## config.mk

```make
export PLATFORM = sky130hd
export DESIGN_NAME = hwce_tcdm_lane_adapt
export DESIGN_NICKNAME = d
export VERILOG_FILES = /design/src/rtl/hwce_tcdm_pkg.sv /design/src/rtl/hwce_tcdm_lane.sv /design/src/rtl/hwce_tcdm_lane_adapt.sv
export SDC_FILE = /design/constraint.sdc
export NUM_CORES = 1
export LEC_CHECK = 0
export ABC_AREA = 1
export ABC_CLOCK_PERIOD_IN_PS = 2600
export CORE_MARGIN = 2
export CORE_UTILIZATION = 34
export DETAILED_ROUTE_END_ITERATION = 8
export GPL_TIMING_DRIVEN = 1
export SYNTH_ARGS = -nofsm -noshare
export SYNTH_HDL_FRONTEND = slang
export SYNTH_SLANG_ARGS = --single-unit
```

## constraint.sdc

```tcl
create_clock -name clk_i -period 2.6 [get_ports clk_i]
set_input_delay 0.78 -clock clk_i [delete_from_list [all_inputs] [get_ports clk_i]]
set_output_delay 0.78 -clock clk_i [all_outputs]
set_load 0.005 [all_outputs]
```

## src/rtl/hwce_tcdm_pkg.sv

```systemverilog
// Shared definitions for the HWCE TCDM lane adapter.
//   state_t   : adapter FSM states.
//   lane_addr : byte address of lane 'lane' given a base address and the
//               per-lane byte stride. The caller truncates the result to its
//               own address width, which gives modulo-2^AW wrap.
package hwce_tcdm_pkg;

  typedef enum logic [1:0] {
    IDLE    = 2'd0,
    ISSUE   = 2'd1,
    COLLECT = 2'd2,
    RESP    = 2'd3
  } state_t;

  localparam int MAX_AW = 64;

  function automatic logic [MAX_AW-1:0] lane_addr(input logic [MAX_AW-1:0] base,
                                                  input int unsigned        lane,
                                                  input int unsigned        be_w);
    return base + MAX_AW'(lane * be_w);
  endfunction

endpackage

```

## src/rtl/hwce_tcdm_lane.sv

```systemverilog
// One TCDM lane slice: tracks whether the lane still has to be granted
// (pending), whether its read data has come back (done), and holds the
// returned read data (collector).
// Ports:
//   clk_i, rst_n  : clock, asynchronous active-low reset
//   clear         : synchronous abort, wins over everything else
//   accept        : a new engine request is being accepted this cycle
//   mask_bit      : this lane takes part in the accepted request
//   is_read       : the transaction in flight is a read
//   gnt           : TCDM grant for this lane
//   r_valid/r_data: TCDM read response for this lane
//   pending, done : lane status
//   captured      : a valid read response is being taken this cycle
//   collector     : last captured read data
module hwce_tcdm_lane #(
  parameter int DW = 16
) (
  input  logic          clk_i,
  input  logic          rst_n,
  input  logic          clear,
  input  logic          accept,
  input  logic          mask_bit,
  input  logic          is_read,
  input  logic          gnt,
  input  logic          r_valid,
  input  logic [DW-1:0] r_data,
  output logic          pending,
  output logic          done,
  output logic          captured,
  output logic [DW-1:0] collector
);

  // Set for exactly the cycle after a read grant, which is when the
  // response is due; any r_valid outside that window is dropped.
  logic outstanding;

  assign captured = outstanding & r_valid;

  always_ff @(posedge clk_i or negedge rst_n) begin
    if (!rst_n) begin
      pending     <= 1'b0;
      done        <= 1'b0;
      outstanding <= 1'b0;
      collector   <= '0;
    end else if (clear) begin
      pending     <= 1'b0;
      done        <= 1'b0;
      outstanding <= 1'b0;
    end else begin
      outstanding <= pending & gnt & is_read;
      if (accept) begin
        pending <= mask_bit;
        done    <= 1'b0;
      end else begin
        if (pending && gnt) pending <= 1'b0;
        if (captured) begin
          done      <= 1'b1;
          collector <= r_data;
        end
      end
    end
  end

endmodule

```

## src/rtl/hwce_tcdm_lane_adapt.sv

```systemverilog
// Splits one wide engine request into NPX independent TCDM lane requests
// and reassembles the per-lane read responses into a single wide response.
// Ports:
//   clk_i, rst_n, clear_i           : clock, async active-low reset, sync abort
//   req_*                           : engine request (valid/ready handshake)
//   resp_*                          : engine read response (valid/ready handshake)
//   tcdm_*                          : NPX TCDM lanes (req/gnt, then r_valid one cycle later)
//   stall_cnt_o                     : saturating count of cycles with an ungranted request
//   busy_o                          : a transaction is in progress
module hwce_tcdm_lane_adapt
  import hwce_tcdm_pkg::*;
#(
  parameter int NPX = 4,
  parameter int DW  = 16,
  parameter int AW  = 32
) (
  input  logic                    clk_i,
  input  logic                    rst_n,
  input  logic                    clear_i,
  input  logic                    req_valid_i,
  output logic                    req_ready_o,
  input  logic                    req_type_i,
  input  logic [AW-1:0]           req_add_i,
  input  logic [NPX-1:0]          req_mask_i,
  input  logic [NPX*(DW/8)-1:0]   req_be_i,
  input  logic [NPX*DW-1:0]       req_data_i,
  output logic                    resp_valid_o,
  input  logic                    resp_ready_i,
  output logic [NPX*DW-1:0]       resp_data_o,
  output logic [NPX-1:0]          tcdm_req_o,
  input  logic [NPX-1:0]          tcdm_gnt_i,
  output logic [NPX*AW-1:0]       tcdm_add_o,
  output logic [NPX-1:0]          tcdm_wen_o,
  output logic [NPX*(DW/8)-1:0]   tcdm_be_o,
  output logic [NPX*DW-1:0]       tcdm_wdata_o,
  input  logic [NPX*DW-1:0]       tcdm_r_rdata_i,
  input  logic [NPX-1:0]          tcdm_r_valid_i,
  output logic [31:0]             stall_cnt_o,
  output logic                    busy_o
);

  localparam int BE_W = DW / 8;

  state_t                  state;
  logic                    is_read;
  logic [AW-1:0]           base_addr;
  logic [NPX*BE_W-1:0]     be_q;
  logic [NPX*DW-1:0]       wdata_q;
  logic [NPX-1:0]          mask_q;
  logic [NPX-1:0]          pending;
  logic [NPX-1:0]          done;
  logic [NPX-1:0]          captured;
  logic [NPX-1:0]          pending_nxt;
  logic [NPX-1:0]          done_nxt;
  logic [NPX*DW-1:0]       collect;
  logic [31:0]             stall_cnt;
  logic                    accept;

  // Holding ready low during clear keeps an abort from racing a new accept.
  assign req_ready_o  = (state == IDLE) && !clear_i;
  assign accept       = req_valid_i && req_ready_o;
  assign busy_o       = (state != IDLE);
  assign resp_valid_o = (state == RESP);
  assign tcdm_req_o   = pending;
  assign stall_cnt_o  = stall_cnt;

  // Look-ahead status lets the FSM move on the same edge the last grant or
  // response lands, which keeps the read latency at three cycles.
  assign pending_nxt = pending & ~tcdm_gnt_i;
  assign done_nxt    = done | captured;

  for (genvar gi = 0; gi < NPX; gi++) begin : g_lane
    hwce_tcdm_lane #(.DW(DW)) u_lane (
      .clk_i     (clk_i),
      .rst_n     (rst_n),
      .clear     (clear_i),
      .accept    (accept),
      .mask_bit  (req_mask_i[gi]),
      .is_read   (is_read),
      .gnt       (tcdm_gnt_i[gi]),
      .r_valid   (tcdm_r_valid_i[gi]),
      .r_data    (tcdm_r_rdata_i[gi*DW +: DW]),
      .pending   (pending[gi]),
      .done      (done[gi]),
      .captured  (captured[gi]),
      .collector (collect[gi*DW +: DW])
    );

    // Lane-side outputs are only driven while the lane is requesting, so
    // idle lanes and the reset state show all zeros.
    assign tcdm_add_o[gi*AW +: AW] =
      pending[gi] ? AW'(lane_addr(MAX_AW'(base_addr), gi, BE_W)) : '0;
    assign tcdm_wen_o[gi]              = pending[gi] & is_read;
    assign tcdm_be_o[gi*BE_W +: BE_W]  = be_q[gi*BE_W +: BE_W] & {BE_W{pending[gi]}};
    assign tcdm_wdata_o[gi*DW +: DW]   = wdata_q[gi*DW +: DW] & {DW{pending[gi]}};
    assign resp_data_o[gi*DW +: DW]    =
      collect[gi*DW +: DW] & {DW{(state == RESP) && mask_q[gi]}};
  end

  always_ff @(posedge clk_i or negedge rst_n) begin
    if (!rst_n) begin
      state     <= IDLE;
      is_read   <= 1'b0;
      base_addr <= '0;
      be_q      <= '0;
      wdata_q   <= '0;
      mask_q    <= '0;
    end else if (clear_i) begin
      state <= IDLE;
    end else begin
      unique case (state)
        IDLE: begin
          if (req_valid_i) begin
            is_read   <= !req_type_i;
            base_addr <= req_add_i;
            be_q      <= req_be_i;
            wdata_q   <= req_data_i;
            mask_q    <= req_mask_i;
            state     <= ISSUE;
          end
        end
        ISSUE: begin
          if (pending_nxt == '0) begin
            if (!is_read)                state <= IDLE;
            else if (done_nxt == mask_q) state <= RESP;
            else                         state <= COLLECT;
          end
        end
        COLLECT: begin
          if (done_nxt == mask_q) state <= RESP;
        end
        RESP: begin
          if (resp_ready_i) state <= IDLE;
        end
      endcase
    end
  end

  always_ff @(posedge clk_i or negedge rst_n) begin
    if (!rst_n) begin
      stall_cnt <= '0;
    end else if (clear_i) begin
      stall_cnt <= '0;
    end else if (|(pending & ~tcdm_gnt_i) && (stall_cnt != '1)) begin
      stall_cnt <= stall_cnt + 32'd1;
    end
  end

endmodule
```

==> impl_summary.md <==
Status
The flow ran to the end, but the final reports show violations. The final reports fail on setup timing.

Floorplanning
The overall die width is 198 µm. The height of the chip is 198 µm. The die footprint is 39300 µm². The core region is 37400 µm².

Once the floorplan was initialized, standard cells occupied 34.3% of the core. The number of top-level design ports is 493. The floorplan has 71 rows.

Detailed routing
Once detail routing completed, the nets flagged for antenna violations numbered 0. After detailed routing, the number of remaining DRC violations is 0. The detailed-routing iteration count for the pre-antenna-repair pass is 6. The total vias in the final route is 15.7k. The number of vias per cell is 4.88.

The average routed wire per standard cell is 19.5 µm. For this block, the initial DRC count from the detailed router was 882. After detailed routing, the total wire length is 62600 µm.

Clock tree
TritonCTS built the clock tree. Clock tree synthesis inserted a total of 27 buffers. The clock net sink count is 219. The library cell used as clock root buffer is sky130_fd_sc_hd__clkbuf_16.

CTS built an H-tree with a depth of 1. After clock tree synthesis, the clock-pin slew on the worst setup and hold paths is 0.06 ns. The maximum number of buffers from clock root to sink is 3.

At the later pin of the worst-skew pair, clock insertion delay measures 0.55 ns. The number of hold buffers added after CTS was 0.

Setup path
Data arrives at the worst endpoint at 2.31 ns. The worst setup path is launched from a flop. The worst setup path is captured at a primary output. The launch point of the worst reg-to-reg path is stall_cnt_o[0]. The delay contributed by the slowest stage of the critical path is 0.42 ns. The capture instance of the worst register-to-register path is stall_cnt_o[15]. The buffer and inverter count on the worst path is 3. The required time at the worst-slack endpoint is 1.82 ns.

The cell with the biggest individual delay on the critical path is sky130_fd_sc_hd__dfrtp_1. Traced cell by cell, the critical path runs through nand2_2, nor3_4, buf_6, nand2_4, buf_6, nor2_4, nand2_2, a21oi_4, buf_2. In this run the worst path has a maximum fanout of 4. Counting cells, the worst reg-to-reg path comes to 10. Grouping stages by cell kind, the critical path spends the most delay in simple AND/OR/NAND/NOR gates. The setup slack of the worst register-to-register path is 0.58 ns. The type of the worst setup path is flop to primary output.

Synth
The number of nets in the synthesized netlist is 2107. The count of mapped cells out of synthesis is 1916. The post-synthesis average cell area is 6.70 µm². The distinct cell type count after synthesis is 38. The flop and latch count out of synthesis is 219. The fraction of the yosys area taken by sequential cells is 42.7%. For this run, the number of Yosys warnings is 0. The mapped netlist covers 12800 µm².

Cells and area
The final standard cell utilization of the core is 62.0%. The leading cell type in the layout, fill and taps excluded is sky130_fd_sc_hd__nand2_1. The count of nets after finishing is 2869. The area growth from synthesis to layout is 80.8%. After routing the design area is 23200 µm². In the final layout, the share of cells above drive strength 1 is 32.9%. In the layout the commonest cells are 541 x sky130_fd_sc_hd__nand2_1, 259 x sky130_fd_sc_hd__inv_1, 216 x sky130_fd_sc_hd__clkdlybuf4s50_1, 213 x sky130_fd_sc_hd__nor2_1, 204 x sky130_fd_sc_hd__dfrtp_1.

Global route
The global-route wire length before repair is 91800 µm. The total congestion overflow after global routing is 0. The via count of the first global-routing pass was 15.4k.

Entering global routing, the biggest net connects 83 pins. The number of antenna violations at the first check in global routing is 5. Global routing used 30.8% of the available tracks across all layers.

STA
Between clock sinks in the finished design, the worst skew comes to 0.00632 ns. The final count of negative-setup-slack endpoints is 85. The part of the cycle the worst path needs is 119%.

The hold violation count in the final report was 0. Setup repair after global routing could not meet its margin everywhere. In the post-route analysis, the smallest setup slack over all paths is -0.494 ns. The top achievable clock speed is 323 MHz.

The count of pins over their slew limit is 0. The smallest clock period supported by the final layout is computed as 3.09 ns. The headroom to the max-slew limit is 62.2%.

The slew at the pin with the worst max-slew slack is 0.561 ns.

Worst hold path
The worst hold-check path type is input pin to asynchronous set/reset pin.

Place
The number of buffers inserted by port buffering is 492. Routability-driven placement finished with a final weighted congestion of 1.01. The post-DP HPWL is 43200 µm. In this run the cell area measured after placement is 19600 µm².

Job
Max-cap violations in this run came to 0.

Pwr
The total power is 13.4 mW. The leakage component of the power is 12.7 nW. The worst-case vdd ir drop is 482 µV. For this design the ratio of total power to cell area is 578 nW/µm².
==> logic make-up (layout without fill, tap and decap cells) <==
family	after synthesis	count (layout)	synth area share [%]
compound gates	219	219	8.73
xor+xnor	26	26	1.77
fa+ha+maj	5	5	0.488
buf+inv	394	1177	12.2
flops	219	219	42.7
other cells	0	5	0
simple gates	1053	1053	34.1
==> layer usage <==
metal | vias up | global-route usage, % | part of all wire [%]
met5 | - | 0 | 0.021
met2 | 662 | 51.5 | 48
met3 | 162 | 7.60 | 8.2
met4 | 2 | 13.8 | 5.1
li1 | 7368 | - | -
met1 | 7504 | 37.5 | 39
==> where the power goes <==
part           total [mW]  switching (mW)  internal (mW)
clock                3.81            1.52           2.29
sequential           4.58           0.525           4.06
combinational        5.02            2.76           2.25
==> how the worst max path moves through the flow <==
stage,startpoint,to,slack (ns),cells after the start
2_1_floorplan,base_addr[1],tcdm_add_o[123],0.19,11
3_3_place_gp,base_addr[2],tcdm_add_o[109],-0.43,9
3_5_place_dp,base_addr[2],tcdm_add_o[113],-0.45,9
4_1_cts,base_addr[12],tcdm_add_o[52],-0.50,9
5_1_grt,base_addr[13],tcdm_add_o[56],-0.59,9
6_report,base_addr[11],tcdm_add_o[51],-0.49,9
==> Yosys cell counts, drive strengths merged <==
cell type / count / area share (%)
a211oi: 2 / 0.12
a21oi: 123 / 4.8
a31oi: 4 / 0.20
buf: 42 / 1.8
clkbuf: 45 / 1.3
clkinv: 2 / 0.098
dfrtp: 219 / 43
ha: 5 / 0.49
inv: 305 / 8.9
nand2: 624 / 19
nand3: 64 / 2.7
nand4: 20 / 1.0
nor2: 276 / 8.4
nor3: 59 / 3.0
nor3b: 1 / 0.059
nor4: 1 / 0.049
o211ai: 1 / 0.059
o21a: 1 / 0.059
o21ai: 87 / 3.5
o22ai: 1 / 0.049
or2: 8 / 0.39
xnor2: 2 / 0.14
xor2: 24 / 1.6
==> per-stage QoR <==
step	setup slack, ns	hold slack, ns	instances	TNS, ns
2_1_floorplan	0.186	0.449	1916	0
3_3_place_gp	-0.426	0.461	3018	-20.11
3_5_place_dp	-0.449	0.465	3018	-19.81
4_1_cts	-0.505	0.183	3177	-34.37
5_1_grt	-0.595	0.186	3212	-35.55
6_report	-0.494	0.173	3215	-28.73
==> registers in the layout (all words and copies together), names as in the netlist, 8 cells and up <==
register,cells
be_q,8
g_lane.u_lane.collector,64
stall_cnt_o,32
wdata_q,64
base_addr,32
==> area by class of cell <==
cell class / instances / area, µm²
antenna: 5 / 12.5
clock buffer: 44 / 800
clock inverter: 6 / 91.3
fill: 3451 / 14200
inverter: 307 / 1210
multi-input combinational: 1303 / 7390
sequential: 219 / 5500
tap: 511 / 639
timing repair buffer: 820 / 7550
==> repair_timing <==
| item | CTS | global route |
|---|---|---|
| setup buffers | 105 | 50 |
| cloned | 14 | 0 |
| pin swaps | 114 | 117 |
| resized for setup | 961 | 385 |
| setup endpoints to repair | 273 | 198 |
Power figures use the tool's default switching activity.
